`config.mk`:
```
export PLATFORM = sky130hd
export DESIGN_NAME = timer_dev
export DESIGN_NICKNAME = d
export VERILOG_FILES = /design/src/rtl/timer_dev.sv
export SDC_FILE = /design/constraint.sdc
export NUM_CORES = 1
export LEC_CHECK = 0
export CAP_MARGIN = 20
export CORE_ASPECT_RATIO = 0.9
export CORE_MARGIN = 2
export CORE_UTILIZATION = 40
export DETAILED_ROUTE_END_ITERATION = 10
export HOLD_SLACK_MARGIN = 0.06
export MAX_ROUTING_LAYER = met4
export SLEW_MARGIN = 10
export SYNTH_ARGS = -nofsm -noshare
export SYNTH_HDL_FRONTEND = slang
export SYNTH_SLANG_ARGS = --single-unit
export TNS_END_PERCENT = 1
```
`constraint.sdc`:
```
create_clock -name clk -period 3.6 [get_ports clk]
set_input_delay 0.9 -clock clk [delete_from_list [all_inputs] [get_ports clk]]
set_output_delay 0.9 -clock clk [all_outputs]
set_load 0.01 [all_outputs]
```
`src/rtl/timer_dev.sv`:
```
// Programmable count-down timer on the processor I/O bus.
// Software programs PRESET and CTRL; the timer counts PRESET down to zero,
// raises a pending interrupt and either stops (mode 0) or reloads (mode 1).
module timer_dev #(
  parameter int unsigned DIV = 1
) (
  input  logic        clk,
  input  logic        rst,
  input  logic [1:0]  addr,
  input  logic        we,
  input  logic [31:0] wd,
  output logic [31:0] rd,
  output logic        irq
);

  localparam int unsigned PW = (DIV > 1) ? $clog2(DIV) : 1;

  typedef enum logic [1:0] {
    S_IDLE = 2'd0,
    S_LOAD = 2'd1,
    S_CNT  = 2'd2,
    S_INT  = 2'd3
  } state_t;

  state_t         r_state;
  logic [3:0]     r_ctrl;      // {IM, MODE[1:0], EN}
  logic [31:0]    r_preset;
  logic [31:0]    r_count;
  logic [PW-1:0]  r_presc;
  logic           r_pend;
  logic           r_irq;

  logic           w_ctrl_we;
  logic           w_preset_we;
  logic           w_en;
  logic           w_mode1;
  logic           w_tick;

  assign w_ctrl_we   = we && (addr == 2'd0);
  assign w_preset_we = we && (addr == 2'd1);
  assign w_en        = r_ctrl[0];
  // MODE values 2 and 3 fall back to one-shot behaviour
  assign w_mode1     = (r_ctrl[2:1] == 2'b01);
  assign w_tick      = (r_presc == PW'(DIV - 1));

  // PRESET register: plain software R/W, sampled only when the FSM reloads
  always_ff @(posedge clk or negedge rst) begin
    if (!rst) begin
      r_preset <= 32'd0;
    end else if (w_preset_we) begin
      r_preset <= wd;
    end
  end

  // Timer FSM with CTRL, COUNT, prescaler and pending flag
  always_ff @(posedge clk or negedge rst) begin
    if (!rst) begin
      r_state <= S_IDLE;
      r_ctrl  <= 4'd0;
      r_count <= 32'd0;
      r_presc <= '0;
      r_pend  <= 1'b0;
    end else begin
      // software write first; FSM assignments below override where they must
      if (w_ctrl_we) begin
        r_ctrl <= wd[3:0];
        r_pend <= 1'b0;
      end
      case (r_state)
        S_IDLE: begin
          if (w_en) r_state <= S_LOAD;
        end
        S_LOAD: begin
          r_count <= r_preset;
          r_presc <= '0;
          r_state <= S_CNT;
        end
        S_CNT: begin
          if (!w_en) begin
            r_state <= S_IDLE;
          end else if (w_tick) begin
            r_presc <= '0;
            // zero preset expires on its first tick instead of wrapping
            if (r_count > 32'd1) begin
              r_count <= r_count - 32'd1;
            end else begin
              r_count <= 32'd0;
              r_pend  <= 1'b1;
              r_state <= S_INT;
            end
          end else begin
            r_presc <= r_presc + 1'b1;
          end
        end
        S_INT: begin
          if (w_mode1) begin
            r_pend  <= 1'b0;
            r_state <= S_LOAD;
          end else begin
            // a CTRL write in this cycle keeps its EN and cannot clear pending
            r_pend  <= 1'b1;
            if (!w_ctrl_we) r_ctrl[0] <= 1'b0;
            r_state <= S_IDLE;
          end
        end
        default: r_state <= S_IDLE;
      endcase
    end
  end

  // Registered interrupt request, one cycle behind pending
  always_ff @(posedge clk or negedge rst) begin
    if (!rst) begin
      r_irq <= 1'b0;
    end else begin
      r_irq <= r_ctrl[3] & r_pend;
    end
  end

  assign irq = r_irq;

  // Combinational read mux
  always_comb begin
    rd = 32'd0;
    case (addr)
      2'd0:    rd = {28'd0, r_ctrl};
      2'd1:    rd = r_preset;
      2'd2:    rd = r_count;
      default: rd = 32'd0;
    endcase
  end

endmodule

```
==> run metrics, run 1 <==
core area=slightly below 0.01 sq mm; synthesized cell area=about 0.004 sq mm; Overflow after GRT=0; nets@finish=between 400 and 500; most frequent CP cell=clkdlybuf4s50_1; ANT cells=0; Top FF cell, synth=dfrtp_1; Setup WS pre-CTS=139 ps; power per cell area=683 mW/mm^2; Int Power=around 2000 uW; HPWL after detailed placement=~7000 um; Overall Global Routing Usage=0.211; cts bufs inserted=9; Rows=34; Post-Layout Cell Count=between 500 and 600; Net Sw Frac=0.417; I/O pin total=70; CTS Buffer Depth=2; area grow syn2layout=24.7%; Cells after Synth=just under 400; R2R Path Start=r_count[16]; H-tree Lvls=3; Worst Hold Endpoint=irq; Max Cap Viol=0; Slew headroom=0.391; final core occ=0.516; CP Max Fanout=29; CTS Hold Buffers Added=0; Worst R2R End=r_count[19]; Post-Syn Nets=428; R2R cell count=6; Hold Path Class=reg -> reg; DIE AREA=0.0108 sq mm; Synth async-reset ratio=1.00; vias per cell=around 6; Comb pwr share=0.410; hold path depth=1; Fmax achieved=0.290 GHz; worst skew pair latency=around 360 ps; ratio of cells with drive above 1 in the final layout=0.161; clock sink total=about 70; setup TNS=0 ps; number of synthesized register bits=just over 70; Avg WL per Cell=between 15 and 20 um; Ys Warns=0; CTS tree=yes; worst path cell trace=clkdlybuf4s50_1, nor2b_2, buf_12, a22o_1, clkdlybuf4s50_1; WP data arrival=roughly 2600 ps; die height=about 99 um; register share of total power=0.422; Max VDD drop=roughly 0.00039 V; Crit path largest cell delay=approximately 540 ps; top cells by count, synth=dfrtp_1 (72), mux2_2 (34), a22o_1 (31); Hold Path Origin=r_ctrl[3]; post-route antenna net violation count=0; reg-to-reg setup timing slack=between 1000 and 1500 ps; Initial Util=0.414; crit path kind=in -> out; RSZ-0062 raised after global routing=false; cell with the most instances after synthesis=dfrtp_1; largest net degree at the start of global routing=47; leak pwr=0.00199 uW; vias post-DR=about 3,500; critical path's slowest cell=clkdlybuf4s50_1; Yosys top cell by area=dfrtp_1; top cell type's share of synthesized area=0.449; startpoint types=input pin; endpoints failing setup=0; Post-route DRC=0; post-CTS sizing=0; crit path capture type=output pin; Switching Power=1420 uW; initial drt markers=about 210; clk root buf=clkbuf_8; Fin. Hold Viols=0; clk slew on worst S/H paths=roughly 80 ps; Placer Congestion=about 0.82; EDFF count, synth=0; outcome=complete, no violations; final setup skew=12.6 ps; Final Max Tran Viols=0; min Tclk post-route=3450 ps; final WL=between 10,000 and 15,000 um; Synth cell types=between 50 and 60; synth top area cells=dfrtp_1 (45%), mux2_2 (9.5%), a22o_1 (6.8%); DIE WIDTH=about 110 um; worst-margin pin slew=914 ps; CP required=roughly 2700 ps; synthesized area per cell=approximately 10 sq um; number of global-route vias before repair=about 3,400; Clock Power Share=0.167; Port Buffers=approximately 70; final worst setup slack=between 100 and 150 ps; initial antenna violation count=0; Post-Place Cells=roughly 560; period utilization=0.959; register area share after synthesis=0.449; Setup Buffers After CTS=0; first-pass GRT wire length=17,500 um; Pre-Repair DR Iteration Count=4
-- how the worst max path moves through the flow --
stage	startpoint	cells past startpoint	endpoint
2_1_floorplan	addr[0]	5	rd[10]
3_3_place_gp	addr[0]	5	rd[24]
3_5_place_dp	addr[1]	6	rd[0]
4_1_cts	addr[1]	6	rd[0]
5_1_grt	addr[1]	5	rd[28]
6_report	addr[0]	5	rd[26]
-- cells by family (layout without fill, tap and decap cells) --
kind of cell,count (synthesis),in the layout,share of synthesized area
AOI/OAI and AO/OA,126,126,0.239
and+or+nand+nor,109,109,0.153
DFF,72,72,0.449
buffers and inverters,42,106,0.0480
muxes,38,38,0.105
adders and majority gates,2,2,0.00624
-- flip-flops by register name (all words and copies together) (netlist names) --
| register | cells |
|---|---|
| irq | 1 |
| r_preset | 32 |
| r_state | 2 |
| r_count | 32 |
| r_ctrl | 4 |
| r_pend | 1 |
-- through the flow --
| stage | area [sq um] | power [uW] | hold WS, ps |
|---|---|---|---|
| 2_1_floorplan | 4010 | 2370 | 459 |
| 4_1_cts | 5000 | 3430 | 526 |
| 3_3_place_gp | 4830 | 2810 | 490 |
| 6_report | 5000 | 3420 | 525 |
| 5_1_grt | 5000 | 3680 | 551 |
| 3_5_place_dp | 4830 | 2850 | 508 |
-- cells in the final DEF (no fill, tap or decap), types with 4 or more instances in the layout --
| cell | n |
|---|---|
| nor2_1 | 15 |
| o22ai_1 | 5 |
| nor3_1 | 12 |
| a22o_1 | 31 |
| a21oi_1 | 12 |
| a221o_1 | 8 |
| a32oi_1 | 6 |
| o21ai_0 | 18 |
| clkbuf_8 | 9 |
| nand3_1 | 14 |
| mux2_2 | 34 |
| mux2i_1 | 4 |
| a21o_1 | 4 |
| dfrtp_1 | 72 |
| clkdlybuf4s50_1 | 68 |
| o211ai_1 | 9 |
| buf_12 | 4 |
| a22oi_1 | 10 |
| inv_1 | 11 |
| nand4_1 | 6 |
| nand2_1 | 23 |
| nor4_1 | 8 |
| or4_1 | 8 |
| buf_4 | 5 |
-- routing by layer --
| metal | vias up | GRT usage | part of all wire | wire length, um |
|---|---|---|---|---|
| met5 | - | - | 0 | 0 |
| met4 | 0 | 0.0458 | 0.0097 | 101 |
| met3 | 13 | 0.0516 | 0.056 | 580 |
| met2 | 98 | 0.308 | 0.44 | 4610 |
| met1 | 1727 | 0.298 | 0.49 | 5140 |
| li1 | 1633 | - | - | - |
-- layout make-up --
type | instances | area, sq um
clock inverters | 7 | 46.3
multi-input cells | 275 | 2030
inverters | 12 | 45.0
repair buffers | 78 | 803
fillers | 943 | 4700
clock buffers | 9 | 124
well taps | 126 | 158
flip-flops and latches | 72 | 1800
-- critical path, delay by kind of cell --
kind / cells / cell delay (ps)
AO/OA/AOI/OAI: 1 / 170
AND/OR/NAND/NOR: 1 / 210
buffers and inverters: 3 / 1250
-- power groups by stage --
stage | clock, uW | sequential (uW) | combinational, uW
after floorplan | 0 | 1330 | 1040
after global placement | 0 | 1440 | 1380
after detailed placement | 0 | 1440 | 1400
after CTS | 594 | 1430 | 1410
after global routing | 635 | 1490 | 1550
final | 572 | 1440 | 1400
No activity file was read; power rests on OpenSTA's default activity.
==> run 2: changes to the inputs <==
- CORE_UTILIZATION: 40 -> 50
- PLACE_DENSITY: default -> 0.76
- RECOVER_POWER: default -> 50
==> run 2 against run 1 <==
Compared with the run above:
- power up 4.7%
- first-iteration DRC count up 33%
- clock power up 25%
- the run now ends with capacitance limit, slew limit left
- wire length down 4.2%
- global-route usage up 3.4 points
==> run metrics, run 2 (synthesis results as in run 1) <==
Worst R2R End=r_count[5] (was r_count[19]); DIE AREA=0.00876 sq mm (was 0.0108 sq mm); die height=89.0 um (was 99 um); Post-Place Cells=537 (was 563); crit path capture type=output pin (unchanged); DIE WIDTH=98.4 um (was 110 um); vias post-DR=3,482 (was 3,471); Post-route DRC=0 (unchanged); startpoint types=input pin (unchanged); most frequent cells in the layout=dfrtp_1 (72), clkdlybuf4s50_1 (67), mux2_2 (34) (was dfrtp_1 (72), clkdlybuf4s50_1 (68), mux2_2 (34)); post-CTS sizing=0 (unchanged); Avg WL per Cell=18.1 um (was 18.0 um); H-tree Lvls=3 (unchanged); critical path's slowest cell=clkdlybuf4s50_1 (unchanged); Tot Pwr=3580 uW (was 3420 uW); final setup skew=7.31 ps (was 12.6 ps); final worst setup slack=137 ps (was 147 ps); R2R cell count=6 (unchanged); WP data arrival=2560 ps (was 2550 ps); ratio of cells with drive above 1 in the final layout=0.158 (was 0.161); min Tclk post-route=3460 ps (was 3450 ps); area grow syn2layout=24.8% (was 24.7%); number of global-route vias before repair=3,315 (was 3,391); cts bufs inserted=9 (unchanged); Overall Global Routing Usage=0.245 (was 0.211); core area=0.00766 sq mm (was 0.00970 sq mm); vias per cell=6.30 (was 5.99); largest net degree at the start of global routing=47 (unchanged); clk slew on worst S/H paths=80 ps (about the same); reg-to-reg setup timing slack=610 ps (was 1030 ps); Slew headroom=-0.268 (was 0.391); Max Cap Viol=1 (was 0); clock sink total=72 (unchanged); ANT cells=0 (unchanged); Worst Hold Endpoint=r_count[23] (was irq); period utilization=0.962 (was 0.959); Hold Path Class=reg -> reg (unchanged); first-pass GRT wire length=16,700 um (was 17,500 um); endpoints failing setup=0 (unchanged); top flop regs=r_count (32), r_preset (32), r_ctrl (4) (unchanged); Hold Path Origin=r_preset[23] (was r_ctrl[3]); Post-Layout Cell Count=553 (was 579); Final Max Tran Viols=36 (was 0); final WL=9990 um (was 10,400 um); CP Max Fanout=29 (unchanged); nets@finish=491 (was 487); initial drt markers=275 (was 207); setup TNS=0 ps (unchanged); CTS Hold Buffers Added=0 (unchanged); Fmax achieved=0.289 GHz (was 0.290 GHz); leak pwr=0.00201 uW (was 0.00199 uW); hold path depth=2 (was 1); Max VDD drop=0.000409 V (was 0.000388 V); worst skew pair latency=350 ps (was 360 ps); Initial Util=0.524 (was 0.414); worst path cell trace=clkdlybuf4s50_1, nor2b_2, buf_12, a22o_1, clkdlybuf4s50_1 (unchanged); commonest non-fill, non-tap cell in the layout=dfrtp_1 (unchanged); worst-margin pin slew=1900 ps (was 914 ps); RSZ-0062 raised after global routing=false (unchanged); Setup WS pre-CTS=138 ps (was 139 ps); Setup Buffers After CTS=0 (unchanged); R2R Path Start=r_count[16] (unchanged); post-route antenna net violation count=0 (unchanged); clk root buf=clkbuf_8 (unchanged); initial antenna violation count=0 (unchanged); outcome=complete, but fails checks (was complete, no violations); Overflow after GRT=0 (unchanged); Rows=30 (was 34); Placer Congestion=0.846 (was 0.825); power per cell area=714 mW/mm^2 (was 683 mW/mm^2); CTS Buffer Depth=2 (unchanged); most frequent CP cell=clkdlybuf4s50_1 (unchanged); HPWL after detailed placement=6760 um (was 7020 um); Crit path largest cell delay=530 ps (was 540 ps); Pre-Repair DR Iteration Count=5 (was 4); Port Buffers=69 (unchanged); I/O pin total=70 (unchanged); Fin. Hold Viols=0 (unchanged); crit path kind=in -> out (unchanged); CTS tree=yes (unchanged); CP required=2700 ps (about the same); failing checks=capacitance limit, slew limit
-- run 2: changes by cell type in the layout (fill, tap and decap cells not counted), sizes merged --
| cell | delta |
|---|---|
| bufinv | +2 |
| clkbuf | +6 |
| clkdlybuf4s50 | -1 |
| clkinv | -2 |
| clkinvlp | -1 |
| dlygate4sd3 | +1 |
| inv | -1 |
-- run 2: layout make-up --
| class | instances | area [sq um] |
|---|---|---|
| inverters | 12 | 45.0 |
| repair buffers | 82 | 797 |
| fillers | 624 | 2650 |
| well taps | 96 | 120 |
| clock inverters | 5 | 80.1 |
| multi-input cells | 275 | 2020 |
| flip-flops and latches | 72 | 1800 |
| clock buffers | 11 | 141 |
-- run 2: power by group --
part	internal [uW]	switching (uW)	leakage, uW
combinational	677	746	0.00103
sequential	1080	358	0.000875
clock	408	308	0.000106
-- run 2: worst max-delay path by stage --
stage,start,endpoint,slack (ps),cells after the start
after global routing,addr[1],rd[3],60,6
after CTS,addr[1],rd[0],130,6
after floorplan,addr[0],rd[10],540,5
after detailed placement,addr[1],rd[0],140,6
final,addr[0],rd[30],140,5
after global placement,addr[1],rd[0],160,6
-- run 2: per-stage QoR --
step                      area (sq um)  utilization  hold WS (ps)
after floorplan                   4010            -           459
after global placement            4810        0.629           498
after detailed placement          4810        0.629           503
after CTS                         5030        0.658           520
after global routing              5010        0.654           555
final                             5010        0.654           527
-- run 2: per-layer routing --
metal	GRT usage	vias up	wire length [um]
met5	-	-	0
met4	0.0648	0	106
met3	0.0524	11	611
met2	0.375	125	4550
met1	0.337	1706	4720
li1	-	1640	-
-- run 2: critical path, delay by kind of cell --
kind                   cells  cell delay [ps]
AO/OA/AOI/OAI              1              180
buffers and inverters      3             1250
AND/OR/NAND/NOR            1              210
